## src/rtl/alu_pkg.sv

```systemverilog
// alu_pkg: opcode constants and result-flag struct shared by the pipelined ALU
package alu_pkg;
  typedef logic [3:0] op_t;
  localparam op_t OP_NOP  = 4'd0;
  localparam op_t OP_ADD  = 4'd1;
  localparam op_t OP_SUB  = 4'd2;
  localparam op_t OP_AND  = 4'd3;
  localparam op_t OP_OR   = 4'd4;
  localparam op_t OP_XOR  = 4'd5;
  localparam op_t OP_NOR  = 4'd6;
  localparam op_t OP_SLT  = 4'd7;
  localparam op_t OP_SLTU = 4'd8;
  localparam op_t OP_SLL  = 4'd9;
  localparam op_t OP_SRL  = 4'd10;
  localparam op_t OP_SRA  = 4'd11;
  typedef struct packed {
    logic zero;
    logic carry;
    logic ovf;
    logic illegal;
  } flags_t;
endpackage

```

## src/rtl/alu_core.sv

```systemverilog
// alu_core: combinational ALU datapath; shifts exist only when ALU_PIPE_SHIFT_EN is defined
module alu_core
  import alu_pkg::*;
#(
  parameter int WIDTH = 32
) (
  input  op_t              op_i,
  input  logic [WIDTH-1:0] a_i,
  input  logic [WIDTH-1:0] b_i,
  output logic [WIDTH-1:0] result_o,
  output flags_t           flags_o
);
  localparam int M = WIDTH - 1;
  logic [WIDTH:0] sum;
  logic [WIDTH:0] diff;
`ifdef ALU_PIPE_SHIFT_EN
  localparam int SH = $clog2(WIDTH);
  logic [SH-1:0] shamt;
  assign shamt = b_i[SH-1:0];
`endif
  always_comb begin
    sum      = {1'b0, a_i} + {1'b0, b_i};
    diff     = {1'b0, a_i} - {1'b0, b_i};
    result_o = '0;
    flags_o  = '0;
    case (op_i)
      OP_NOP:  result_o = '0;
      OP_ADD: begin
        result_o      = sum[M:0];
        flags_o.carry = sum[WIDTH];
        flags_o.ovf   = (a_i[M] == b_i[M]) && (sum[M] != a_i[M]);
      end
      OP_SUB: begin
        result_o      = diff[M:0];
        flags_o.carry = diff[WIDTH];
        flags_o.ovf   = (a_i[M] != b_i[M]) && (diff[M] != a_i[M]);
      end
      OP_AND:  result_o = a_i & b_i;
      OP_OR:   result_o = a_i | b_i;
      OP_XOR:  result_o = a_i ^ b_i;
      OP_NOR:  result_o = ~(a_i | b_i);
      OP_SLT:  result_o = {{M{1'b0}}, $signed(a_i) < $signed(b_i)};
      OP_SLTU: result_o = {{M{1'b0}}, diff[WIDTH]};
`ifdef ALU_PIPE_SHIFT_EN
      OP_SLL:  result_o = a_i << shamt;
      OP_SRL:  result_o = a_i >> shamt;
      OP_SRA:  result_o = $unsigned($signed(a_i) >>> shamt);
`endif
      default: flags_o.illegal = 1'b1;
    endcase
    flags_o.zero = result_o == '0;
  end
endmodule

```

## src/rtl/alu_pipe.sv

```systemverilog
// alu_pipe: two-stage pipelined ALU with valid/ready handshake and sticky overflow
// Optional shifter (opcodes 9-11) enabled by defining ALU_PIPE_SHIFT_EN.
module alu_pipe
  import alu_pkg::*;
#(
  parameter int WIDTH = 32,
  parameter int TAG_W = 5
) (
  input  logic             clk,
  input  logic             rst_n,
  input  logic             in_valid,
  output logic             in_ready,
  input  logic [3:0]       in_op,
  input  logic [WIDTH-1:0] in_a,
  input  logic [WIDTH-1:0] in_b,
  input  logic [TAG_W-1:0] in_tag,
  output logic             out_valid,
  input  logic             out_ready,
  output logic [WIDTH-1:0] out_result,
  output logic [TAG_W-1:0] out_tag,
  output logic             out_zero,
  output logic             out_carry,
  output logic             out_ovf,
  output logic             out_illegal,
  output logic             ovf_sticky,
  input  logic             ovf_clr
);
  logic             s1_valid_q, s1_valid_d;
  op_t              s1_op_q;
  logic [WIDTH-1:0] s1_a_q, s1_b_q;
  logic [TAG_W-1:0] s1_tag_q;
  logic             s2_valid_q, s2_valid_d;
  logic [WIDTH-1:0] s2_result_q, core_result;
  flags_t           s2_flags_q, core_flags;
  logic [TAG_W-1:0] s2_tag_q;
  logic             sticky_q, sticky_d;
  logic             advance, in_xfer, out_xfer;

  alu_core #(.WIDTH(WIDTH)) u_core (
    .op_i    (s1_op_q),
    .a_i     (s1_a_q),
    .b_i     (s1_b_q),
    .result_o(core_result),
    .flags_o (core_flags)
  );

  // S1 may refill in the same cycle it drains into S2, so a full pipe streams without bubbles
  always_comb begin
    advance    = !s2_valid_q || out_ready;
    in_ready   = !s1_valid_q || advance;
    in_xfer    = in_valid && in_ready;
    out_xfer   = s2_valid_q && out_ready;
    s1_valid_d = in_xfer || (s1_valid_q && !advance);
    s2_valid_d = advance ? s1_valid_q : s2_valid_q;
    sticky_d   = !ovf_clr && (sticky_q || (out_xfer && s2_flags_q.ovf));
  end

  always_ff @(posedge clk or negedge rst_n) begin
    if (!rst_n) begin
      s1_valid_q  <= 1'b0;
      s1_op_q     <= OP_NOP;
      s1_a_q      <= '0;
      s1_b_q      <= '0;
      s1_tag_q    <= '0;
      s2_valid_q  <= 1'b0;
      s2_result_q <= '0;
      s2_flags_q  <= '0;
      s2_tag_q    <= '0;
      sticky_q    <= 1'b0;
    end else begin
      s1_valid_q <= s1_valid_d;
      s2_valid_q <= s2_valid_d;
      sticky_q   <= sticky_d;
      if (in_xfer) begin
        s1_op_q  <= in_op;
        s1_a_q   <= in_a;
        s1_b_q   <= in_b;
        s1_tag_q <= in_tag;
      end
      if (advance && s1_valid_q) begin
        s2_result_q <= core_result;
        s2_flags_q  <= core_flags;
        s2_tag_q    <= s1_tag_q;
      end
    end
  end

  assign out_valid   = s2_valid_q;
  assign out_result  = s2_result_q;
  assign out_tag     = s2_tag_q;
  assign out_zero    = s2_flags_q.zero;
  assign out_carry   = s2_flags_q.carry;
  assign out_ovf     = s2_flags_q.ovf;
  assign out_illegal = s2_flags_q.illegal;
  assign ovf_sticky  = sticky_q;
endmodule
```

## config.mk

```make
export PLATFORM = sky130hd
export DESIGN_NAME = alu_pipe
export DESIGN_NICKNAME = d
export VERILOG_FILES = /design/src/rtl/alu_pkg.sv /design/src/rtl/alu_core.sv /design/src/rtl/alu_pipe.sv
export SDC_FILE = /design/constraint.sdc
export NUM_CORES = 1
export LEC_CHECK = 0
export BUFFER_PORTS_ARGS = -buffer_cell sky130_fd_sc_hd__clkbuf_2
export CAP_MARGIN = 15
export CORE_UTILIZATION = 50
export CTS_CLUSTER_SIZE = 30
export DETAILED_ROUTE_END_ITERATION = 16
export MAX_ROUTING_LAYER = met4
export PLACE_DENSITY = 0.73
export SETUP_SLACK_MARGIN = 0.15
export SLEW_MARGIN = 0
export SYNTH_ARGS = -nofsm -noshare
export SYNTH_HDL_FRONTEND = slang
export SYNTH_SLANG_ARGS = --single-unit
```

## constraint.sdc

```tcl
create_clock -name clk -period 10 [get_ports clk]
set_clock_uncertainty 0.05 [all_clocks]
set_input_delay 1 -clock clk [delete_from_list [all_inputs] [get_ports clk]]
set_output_delay 1 -clock clk [all_outputs]
set_load 0.05 [all_outputs]
```

* After elaboration in Yosys (flattened, before gate mapping)
Index checks and enable logic that the tools add are counted.
** Storage, ports and cells
- Output and inout bits :: 44
- Bits of input ports :: 78
- Register bits :: 117
** Operators by class
- Bitwise operators :: 4
- Mux-type cells :: 3
- Eq/ne operators :: 12
- Reductions and logical operators :: 19
- Add/sub/neg operators :: 2
- Order comparisons :: 1
** Operators by type and width (count)
- $pmux 32 s8 :: 1
- $add 32x32->33 :: 1
- $sub 32x32->33 :: 1
- $and 32x32->32 :: 1
- $logic_not 32->1 :: 1
- $lt 32x32->1 :: 1
- $not 32->32 :: 1
- $or 32x32->32 :: 1
- $xor 32x32->32 :: 1
- $eq 4x3->1 const B :: 4
- $reduce_or 9->1 :: 1
- $eq 4x2->1 const B :: 2
- $logic_and 1x1->1 :: 8
- $eq 4x1->1 const B :: 1
- $eq 4x4->1 const B :: 1
- $logic_not 1->1 :: 4
- $logic_not 4->1 :: 1
- $logic_or 1x1->1 :: 4
- $pmux 2 s2 :: 1
- $ne 1x1->1 :: 3
- $eq 1x1->1 :: 1
- $mux 1 :: 1

* Logic depth before layout (Yosys ltp)
Gate-level depths: netlist of the first run.
- Word-level depth :: 5
- Gate-level depth with buffers :: 14

* Cells and area by module
A second synthesis of the first run with hierarchy kept.
** Second synthesis, totals
- Cell total of the unflattened synthesis :: 1213
- Area total of the unflattened synthesis :: 10779.1 um2
** By module, submodules not included
- alu_core :: sequential area each 0.0 um2, instances 1, area an instance 6377.4 um2, cells each 963
- alu_pipe :: sequential area each 2927.8 um2, instances 1, area an instance 4401.7 um2, cells each 250

* Worst setup path after synthesis of the first run
OpenSTA, ideal clock, no wires.
- Path kind :: register to register
- From :: register s1_a_q[10]
- To :: register s2_flags_q, in the netlist out_zero
- Setup slack :: 6284 ps
- Required time :: 9858 ps
- Arrival time :: 3574 ps
- Stages on the path, launching flop included :: 15
- Period minus slack after synthesis :: 3716 ps
- Library setup time :: 92 ps
- Path buffers :: 1
- Path through :: dfrtp_1 -> inv_1 -> ha_1 -> buf_6 -> or4_1 -> or4_1 -> o31a_1 -> and3_1 -> xnor2_1 -> a211oi_1 -> nand2_1 -> or4_4 -> nor4_2 -> nand4_1 -> o31ai_2
** Between the ends
- Longest elaborated chain between the ends :: 4
** RTL lines
- from (decl) :: line alu_pipe.sv:30 : logic [WIDTH-1:0] s1_a_q, s1_b_q;
- from (signal assigned) :: line alu_pipe.sv:76 : s1_a_q <= in_a;
- branches (longest 2 deep; another with $sub 32x32->33)
- $pmux 32 s8 (*) :: line alu_core.sv:26 : case (op_i)
- $logic_not 32->1 (*) :: line alu_core.sv:51 : flags_o.zero = result_o == '0;
- to (signal assigned) :: line alu_pipe.sv:82 : s2_flags_q <= core_flags;
- to (decl) :: line alu_pipe.sv:34 : flags_t s2_flags_q, core_flags;
Every way passes the cells marked *.
A chain may end at the register's enable or synchronous reset.

* Worst setup path in the final report of the first run
- From :: register s1_op_q[3]
- To :: register s2_flags_q, in the netlist out_zero
** Between the ends
- Longest elaborated chain between the ends :: 3
** RTL lines
- from (decl) :: line alu_pipe.sv:29 : op_t s1_op_q;
- from (signal assigned) :: line alu_pipe.sv:75 : s1_op_q <= in_op;
- $eq 4x4->1 (tied with other cells) :: line alu_core.sv:26
- $pmux 32 s8 (*) :: line alu_core.sv:26
- $logic_not 32->1 (*) :: line alu_core.sv:51
Mark *: on every way between the ends. The rest lies on a longest branch, timed or not.

==> results of run 1 <==
final cells by class:
class | count | area [µm²]
flip-flops and latches | 117 | 2928
clock buffers | 17 | 425.4
inverters | 104 | 390.4
well taps | 270 | 337.8
fillers | 1901 | 8544
repair buffers | 133 | 698.2
clock inverters | 15 | 156.4
multi-input cells | 945 | 6949
power by group through the flow:
stage               clock (W)  combinational (W)  sequential, W
floorplan                   0           0.000821       0.000856
global placement            0            0.00142       0.000663
detailed placement          0            0.00142       0.000672
CTS                  0.000638            0.00143       0.000663
global route         0.000657            0.00157       0.000678
finish               0.000633            0.00147       0.000663
per-stage QoR:
step / utilization / hold WS [ns] / std cells / total power (W) / setup WS (ns)
after CTS: 0.5818 / 0.4333 / 1601 / 0.002730 / 5.282
final: 0.5818 / 0.4242 / 1601 / 0.002762 / 5.226
after global routing: 0.5818 / 0.4536 / 1601 / 0.002904 / 4.893
after floorplan: - / 0.4250 / 1238 / 0.001677 / 6.284
after global placement: 0.5533 / 0.4115 / 1569 / 0.002083 / 5.354
after detailed placement: 0.5533 / 0.4190 / 1569 / 0.002094 / 5.295
registers in the layout (all words and copies together), names as in the netlist, 4 cells and up:
register    count
s1_a_q         32
s1_tag_q        5
out_result     32
s1_op_q         4
s1_b_q         32
out_tag         5
final timing paths:
kind                                        to  slack (ns)
worst min register to register  out_result[12]        0.42
min in group asynchronous            s1_b_q[4]        0.52
worst max-delay path                  out_zero        5.23
worst min-delay path            out_result[12]        0.42
worst max register to register        out_zero        5.23
max in group asynchronous           s1_b_q[27]        8.04
routing by layer:
metal | vias to the layer above | share of wire
met3 | 42 | 0.12
met1 | 4933 | 0.46
met4 | 0 | 0.013
li1 | 4681 | -
met2 | 586 | 0.41
met5 | - | 0
logic make-up (layout without fill, tap and decap cells):
kind of cell,Yosys count,count (layout),share of synthesized area
AO/OA/AOI/OAI,399,399,0.2585
flip-flops,117,117,0.2780
AND/OR/NAND/NOR,333,333,0.1568
XOR/XNOR,7,7,0.005822
multiplexers,97,97,0.1046
buffers and inverters,176,269,0.06534
adder cells (fa/ha/maj),109,109,0.1309
synthesized netlist by cell type, types with 16 or more instances:
library cell,count
nor2_1,92
mux2_2,94
nor3_1,23
nand2_1,89
ha_1,107
nand3_1,24
o211ai_1,19
inv_1,103
a211oi_1,17
o21ai_0,87
o31ai_1,17
a21o_1,16
clkbuf_1,63
dfrtp_1,117
a21oi_1,90
critical path, stage by stage, from the launching register on:
cell and delay [ns]:
dfrtp_1 0.87, clkinv_1 0.63, nand3_2 0.78, o22ai_1 0.19, nor3b_1 0.19, o21ai_0 0.22, nor4_1 0.50, nand3_1 0.14
or4_4 0.53, nor4_2 0.21, nand4_1 0.14, o31ai_2 0.23
==> reports/metrics.yaml, run 1 <==
avgRoutedWirePerCell_um: 23.01
ys_seq_elements: 117
power.share.sequential: 0.240
vias: 10240
clkSinkCount: 117
cts_resized: 0
grt_pass1_vias: 9501
routed_wl_um: 36840
avgSynthCellArea_um2: 8.507
r2r-start: "s1_op_q[3]"
startpoint: "s1_op_q[3]"
synth.area.top_cells: "dfrtp_1 (28%), ha_1 (13%), mux2_2 (10%)"
nNetsFinal: 1505
cts_tree: "built"
grt_max_degree: 74
outcome: "finished, final reports clean"
comb_power_share: 0.531
synthCells: 1238
gr-usage-met1: 0.5166
hpwlAfterDp_um: 27860
vias_per_cell: 6.397
final_cell_area_um2: 11890
finalSetupTns_ns: 0
clk_path_buf_depth: 2
top_usage_layer: "met1"
syn_area_um2: 10530
drc: 0
ys_async_sr_fraction: 1.000
yosysUniqueCellTypes: 86
layout_commonest_cell: "clkbuf_2"
fin_crit_ns: 4.774
io_buffers: 121
syn-num-nets: 1425
rows: 52
post-route-period-util: 0.4774
fp.coreArea_um2: 20430
worstSkewPairLatency_ns: 0.44
routabilityCongestion: 1.016
min_from: "out_result[12]"
placed_cell_area_um2: 11300
cts_setup_buffers: 0
grt_overflow: 0
cp.required_ns: 10.31
synth_ff_type: "dfrtp_1"
drt_pass1_iterations: 6
final_cell_mix: "clkbuf_2 (120), dfrtp_1 (117), ha_1 (107)"
whs_path_depth: 2
die_h_um: 147.1
ioPinCount: 122
drv_cap: 0
slew_viol_final: 0
start_util: 0.5155
grt_pass1_wl_um: 56480
drive_gt1_frac: 0.2186
p_sw_w: 0.001376
htree_levels: 4
cts-root-buf: "clkbuf_16"
crit_path_end_kind: "register"
path_clk_slew_ns: 0.08
die_area_um2: 21650
synth_top_area_frac: 0.2780
ctsHoldBuffers: 0
diodes: 0
path_class: "register to register"
die_w_um: 147.1
worst_pin_slew_ns: 1.188
pwr-share-clk: 0.229
hold_viol_final: 0
grt_setup_unrepaired: "no"
grt_use_met3: 0.09503
netSwitchingFraction: 0.4980
power_leakage_nw: 5.449
ir_drop_v: 0.0001304
yosys.area.top_type: "dfrtp_1"
crit_fanout: 34
antenna_found_initial: 0
drtAntennaViolNets: 0
setup_violations: 0
critPathLaunchType: "register"
p_int_w: 0.001386
max-slew-margin-rel: 0.2070
arrival_ns: 5.08
track_usage: 0.3544
cts_made_buffers: 17
synth_edf_count: 0
yosys_warnings: 0
clock.fmax_mhz: 209.5
hp-class: "register to register"
areaGrowthSynthToFinish_pct: 12.85
drt_iter0_drc: 1108
power.density_nw_per_um2: 232.4
ys_seq_area_frac: 0.2780
grtUsageMet2: 0.4816
ff2ff_path_depth: 11
No activity file was read; power rests on OpenSTA's default activity.
==> run 2: changes to the inputs <==
--- a/config.mk
+++ b/config.mk
@@ -11,7 +11,7 @@
 export CTS_CLUSTER_SIZE = 30
 export DETAILED_ROUTE_END_ITERATION = 16
 export MAX_ROUTING_LAYER = met4
-export PLACE_DENSITY = 0.73
+export PLACE_DENSITY = 0.76
 export SETUP_SLACK_MARGIN = 0.15
 export SLEW_MARGIN = 0
 export SYNTH_ARGS = -nofsm -noshare
==> constraint.sdc (replaced) <==
create_clock -name clk -period 4.1 [get_ports clk]
set_clock_uncertainty 0.05 [all_clocks]
set_input_delay 0.41 -clock clk [delete_from_list [all_inputs] [get_ports clk]]
set_output_delay 0.41 -clock clk [all_outputs]
set_load 0.05 [all_outputs]
==> run 2 against run 1 <==
Net effect: die area unchanged; count of clock-buffer cells in the layout unchanged; first-iteration DRC count is 2.4% higher; sequential power grew 140%; utilization up 5.6 points; wire length up 3.3%; sequential share of layout area down 2.2 points; critical path depth is 3 higher; critical endpoint unchanged; largest power group unchanged.
==> reports/metrics.yaml, run 2 (synthesis gave the netlist of run 1 again) <==
r2r-start: "s1_b_q[13]"  # was s1_op_q[3]
track_usage: 0.3599  # was 0.3544
worstSkewPairLatency_ns: 0.43  # was 0.44 ns
die_w_um: 147.1  # unchanged
layout_commonest_cell: "buf_4"  # was clkbuf_2
routabilityCongestion: 1.031  # was 1.016
cts_tree: "built"  # unchanged
clkSinkCount: 117  # unchanged
fin_crit_ns: 3.876  # was 4.774 ns
netSwitchingFraction: 0.4837  # was 0.4980
drive_gt1_frac: 0.3105  # was 0.2186
cts-root-buf: "clkbuf_16"  # unchanged
power.density_nw_per_um2: 557.1  # was 232.4 nW/µm²
cp_top_family: "simple AND/OR/NAND/NOR gates"  # unchanged
path_clk_slew_ns: 0.07  # was 0.08 ns
final_cells: 1713  # was 1601
startpoint: "s1_b_q[13]"  # was s1_op_q[3]
setup_violations: 0  # unchanged
slowest_stage: "or4_4"  # was dfrtp_1
crit_path_end_kind: "register"  # unchanged
vias_per_cell: 6.311  # was 6.397
fp.coreArea_um2: 20430  # unchanged
htree_levels: 4  # unchanged
hold_viol_final: 0  # unchanged
grt_max_degree: 69  # was 74
worst_pin_slew_ns: 0.9562  # was 1.188 ns
slowest_delay_ns: 0.55  # was 0.87 ns
hp-class: "primary input to async pin"  # was register to register
grt_setup_unrepaired: "yes"  # was no
critPathBufInv: 2  # was 1
rows: 52  # unchanged
cpMostUsedCell: "or4_4"
nFillCells: 1785  # was 1901
regToRegSetupSlack_ns: 0.22  # was 5.23 ns
diodes: 0  # unchanged
power_leakage_nw: 6.017  # was 5.449 nW
path_class: "register to register"  # unchanged
avgRoutedWirePerCell_um: 22.21  # was 23.01 µm
io_buffers: 121  # unchanged
final_cell_mix: "buf_4 (122), clkbuf_2 (120), dfrtp_1 (117)"  # was clkbuf_2 (120), dfrtp_1 (117), ha_1 (107)
drv_cap: 0  # unchanged
antenna_found_initial: 0  # unchanged
grt_overflow: 0  # unchanged
ioPinCount: 122  # unchanged
clk_path_buf_depth: 2  # unchanged
crit_path_end: "out_zero"  # unchanged
finalSetupTns_ns: 0  # unchanged
r2r-end: "out_zero"  # unchanged
cp.required_ns: 4.40  # was 10.31 ns
power.share.sequential: 0.219  # was 0.240
p_sw_w: 0.003512  # was 0.001376 W
slew_viol_final: 0  # unchanged
grt_pass1_vias: 10040  # was 9501
outcome: "finished, final reports clean"  # unchanged
pwr-share-clk: 0.212  # was 0.229
nNetsFinal: 1617  # was 1505
vias: 10810  # was 10.24k
routed_wl_um: 38050  # was 36840 µm
ctsHoldBuffers: 0  # unchanged
clock.fmax_mhz: 258.0  # was 209.5 MHz
p_int_w: 0.003749  # was 0.001386 W
numPlacedInstances: 1664  # was 1569
drc: 0  # unchanged
start_util: 0.5155  # unchanged
max-slew-margin-rel: 0.3602  # was 0.2070
final_cell_area_um2: 13030  # was 11890 µm²
die_h_um: 147.1  # unchanged
areaGrowthSynthToFinish_pct: 23.75  # was 12.85%
hpwlAfterDp_um: 29460  # was 27860 µm
ff2ff_path_depth: 14  # was 11
critPathLaunchType: "register"  # unchanged
arrival_ns: 4.17  # was 5.08 ns
final_util: 0.6379  # was 0.5818
cp_cell_sequence: "inv_2 -> ha_4 -> or4_4 -> or4_4 -> o31a_1 -> buf_4 -> a31oi_4 -> a2111oi_4 -> nor3_2 -> o211ai_1 -> a22o_1 -> nor4b_2 -> nand4_1 -> o31ai_2"  # was clkinv_1 -> nand3_2 -> o22ai_1 -> nor3b_1 -> o21ai_0 -> nor4_1 -> nand3_1 -> or4_4 -> nor4_2 -> nand4_1 -> o31ai_2
cts_made_buffers: 17  # unchanged
ir_drop_v: 0.0003043  # was 0.0001304 V
cp.depth: 14  # was 11
die_area_um2: 21650  # unchanged
drtAntennaViolNets: 0  # unchanged
post-route-period-util: 0.9454  # was 0.4774
placed_cell_area_um2: 12010  # was 11300 µm²
drt_iter0_drc: 1135  # was 1108
grt_pass1_wl_um: 57900  # was 56480 µm
drt_pass1_iterations: 5  # was 6
crit_fanout: 5  # was 34
comb_power_share: 0.570  # was 0.531
==> run 2: cell count changes in the layout (fill, tap and decap cells not counted), sizes merged <==
cell      delta
buf        +112
clkinv       +3
clkinvlp     -1
inv          -2
==> run 2: worst min-delay path by stage <==
stage	start	end	slack, ns	cells after the start
detailed placement	out_result[26]	out_result[26]	0.42	2
finish	rst_n	s1_a_q[3]	0.05	1
global placement	out_result[3]	out_result[3]	0.41	2
floorplan	rst_n	out_carry	0.06	0
CTS	ovf_clr	ovf_sticky	0.07	2
global route	ovf_clr	ovf_sticky	0.08	2
==> run 2: final cells by class <==
type                       instances  area (µm²)  share of cell area
clock buffer                      17       425.4             0.03264
clock inverter                    15       155.1             0.01190
inverter                         104       390.4             0.02995
multi-input combinational        945        7234              0.5551
sequential                       117        2928              0.2247
tap                              270       337.8             0.02592
timing repair buffer             245        1562              0.1198
==> run 2: timing repair <==
action | CTS | global route
setup buffers | 4 | 13
endpoints found under the setup margin | 2 | 4
pin swaps | 8 | 24
gates resized for setup | 17 | 45
==> run 2: power by group through the flow <==
| stage | registers (W) | logic (W) | clock network [W] |
|---|---|---|---|
| 3_3_place_gp | 0.00159 | 0.00376 | 0 |
| 4_1_cts | 0.00159 | 0.00386 | 0.00154 |
| 3_5_place_dp | 0.00161 | 0.00378 | 0 |
| 6_report | 0.00159 | 0.00414 | 0.00154 |
| 2_1_floorplan | 0.00209 | 0.00200 | 0 |
| 5_1_grt | 0.00162 | 0.00439 | 0.00158 |
==> run 2: through the flow <==
step	hold WS (ns)	setup slack (ns)	power (W)
floorplan	0.06441	0.3842	0.004089
global placement	0.4104	-0.05643	0.005355
detailed placement	0.4187	-0.1707	0.005394
CTS	0.07068	0.1503	0.006983
global route	0.07692	0.1111	0.007597
finish	0.04754	0.2238	0.007261
==> run 2: layer usage <==
| metal | part of all wire | up-vias | track usage |
|---|---|---|---|
| li1 | - | 4912 | - |
| met1 | 0.46 | 5230 | 0.5439 |
| met2 | 0.41 | 616 | 0.4969 |
| met3 | 0.11 | 53 | 0.05652 |
| met4 | 0.014 | 0 | 0.08093 |
| met5 | 0 | - | - |
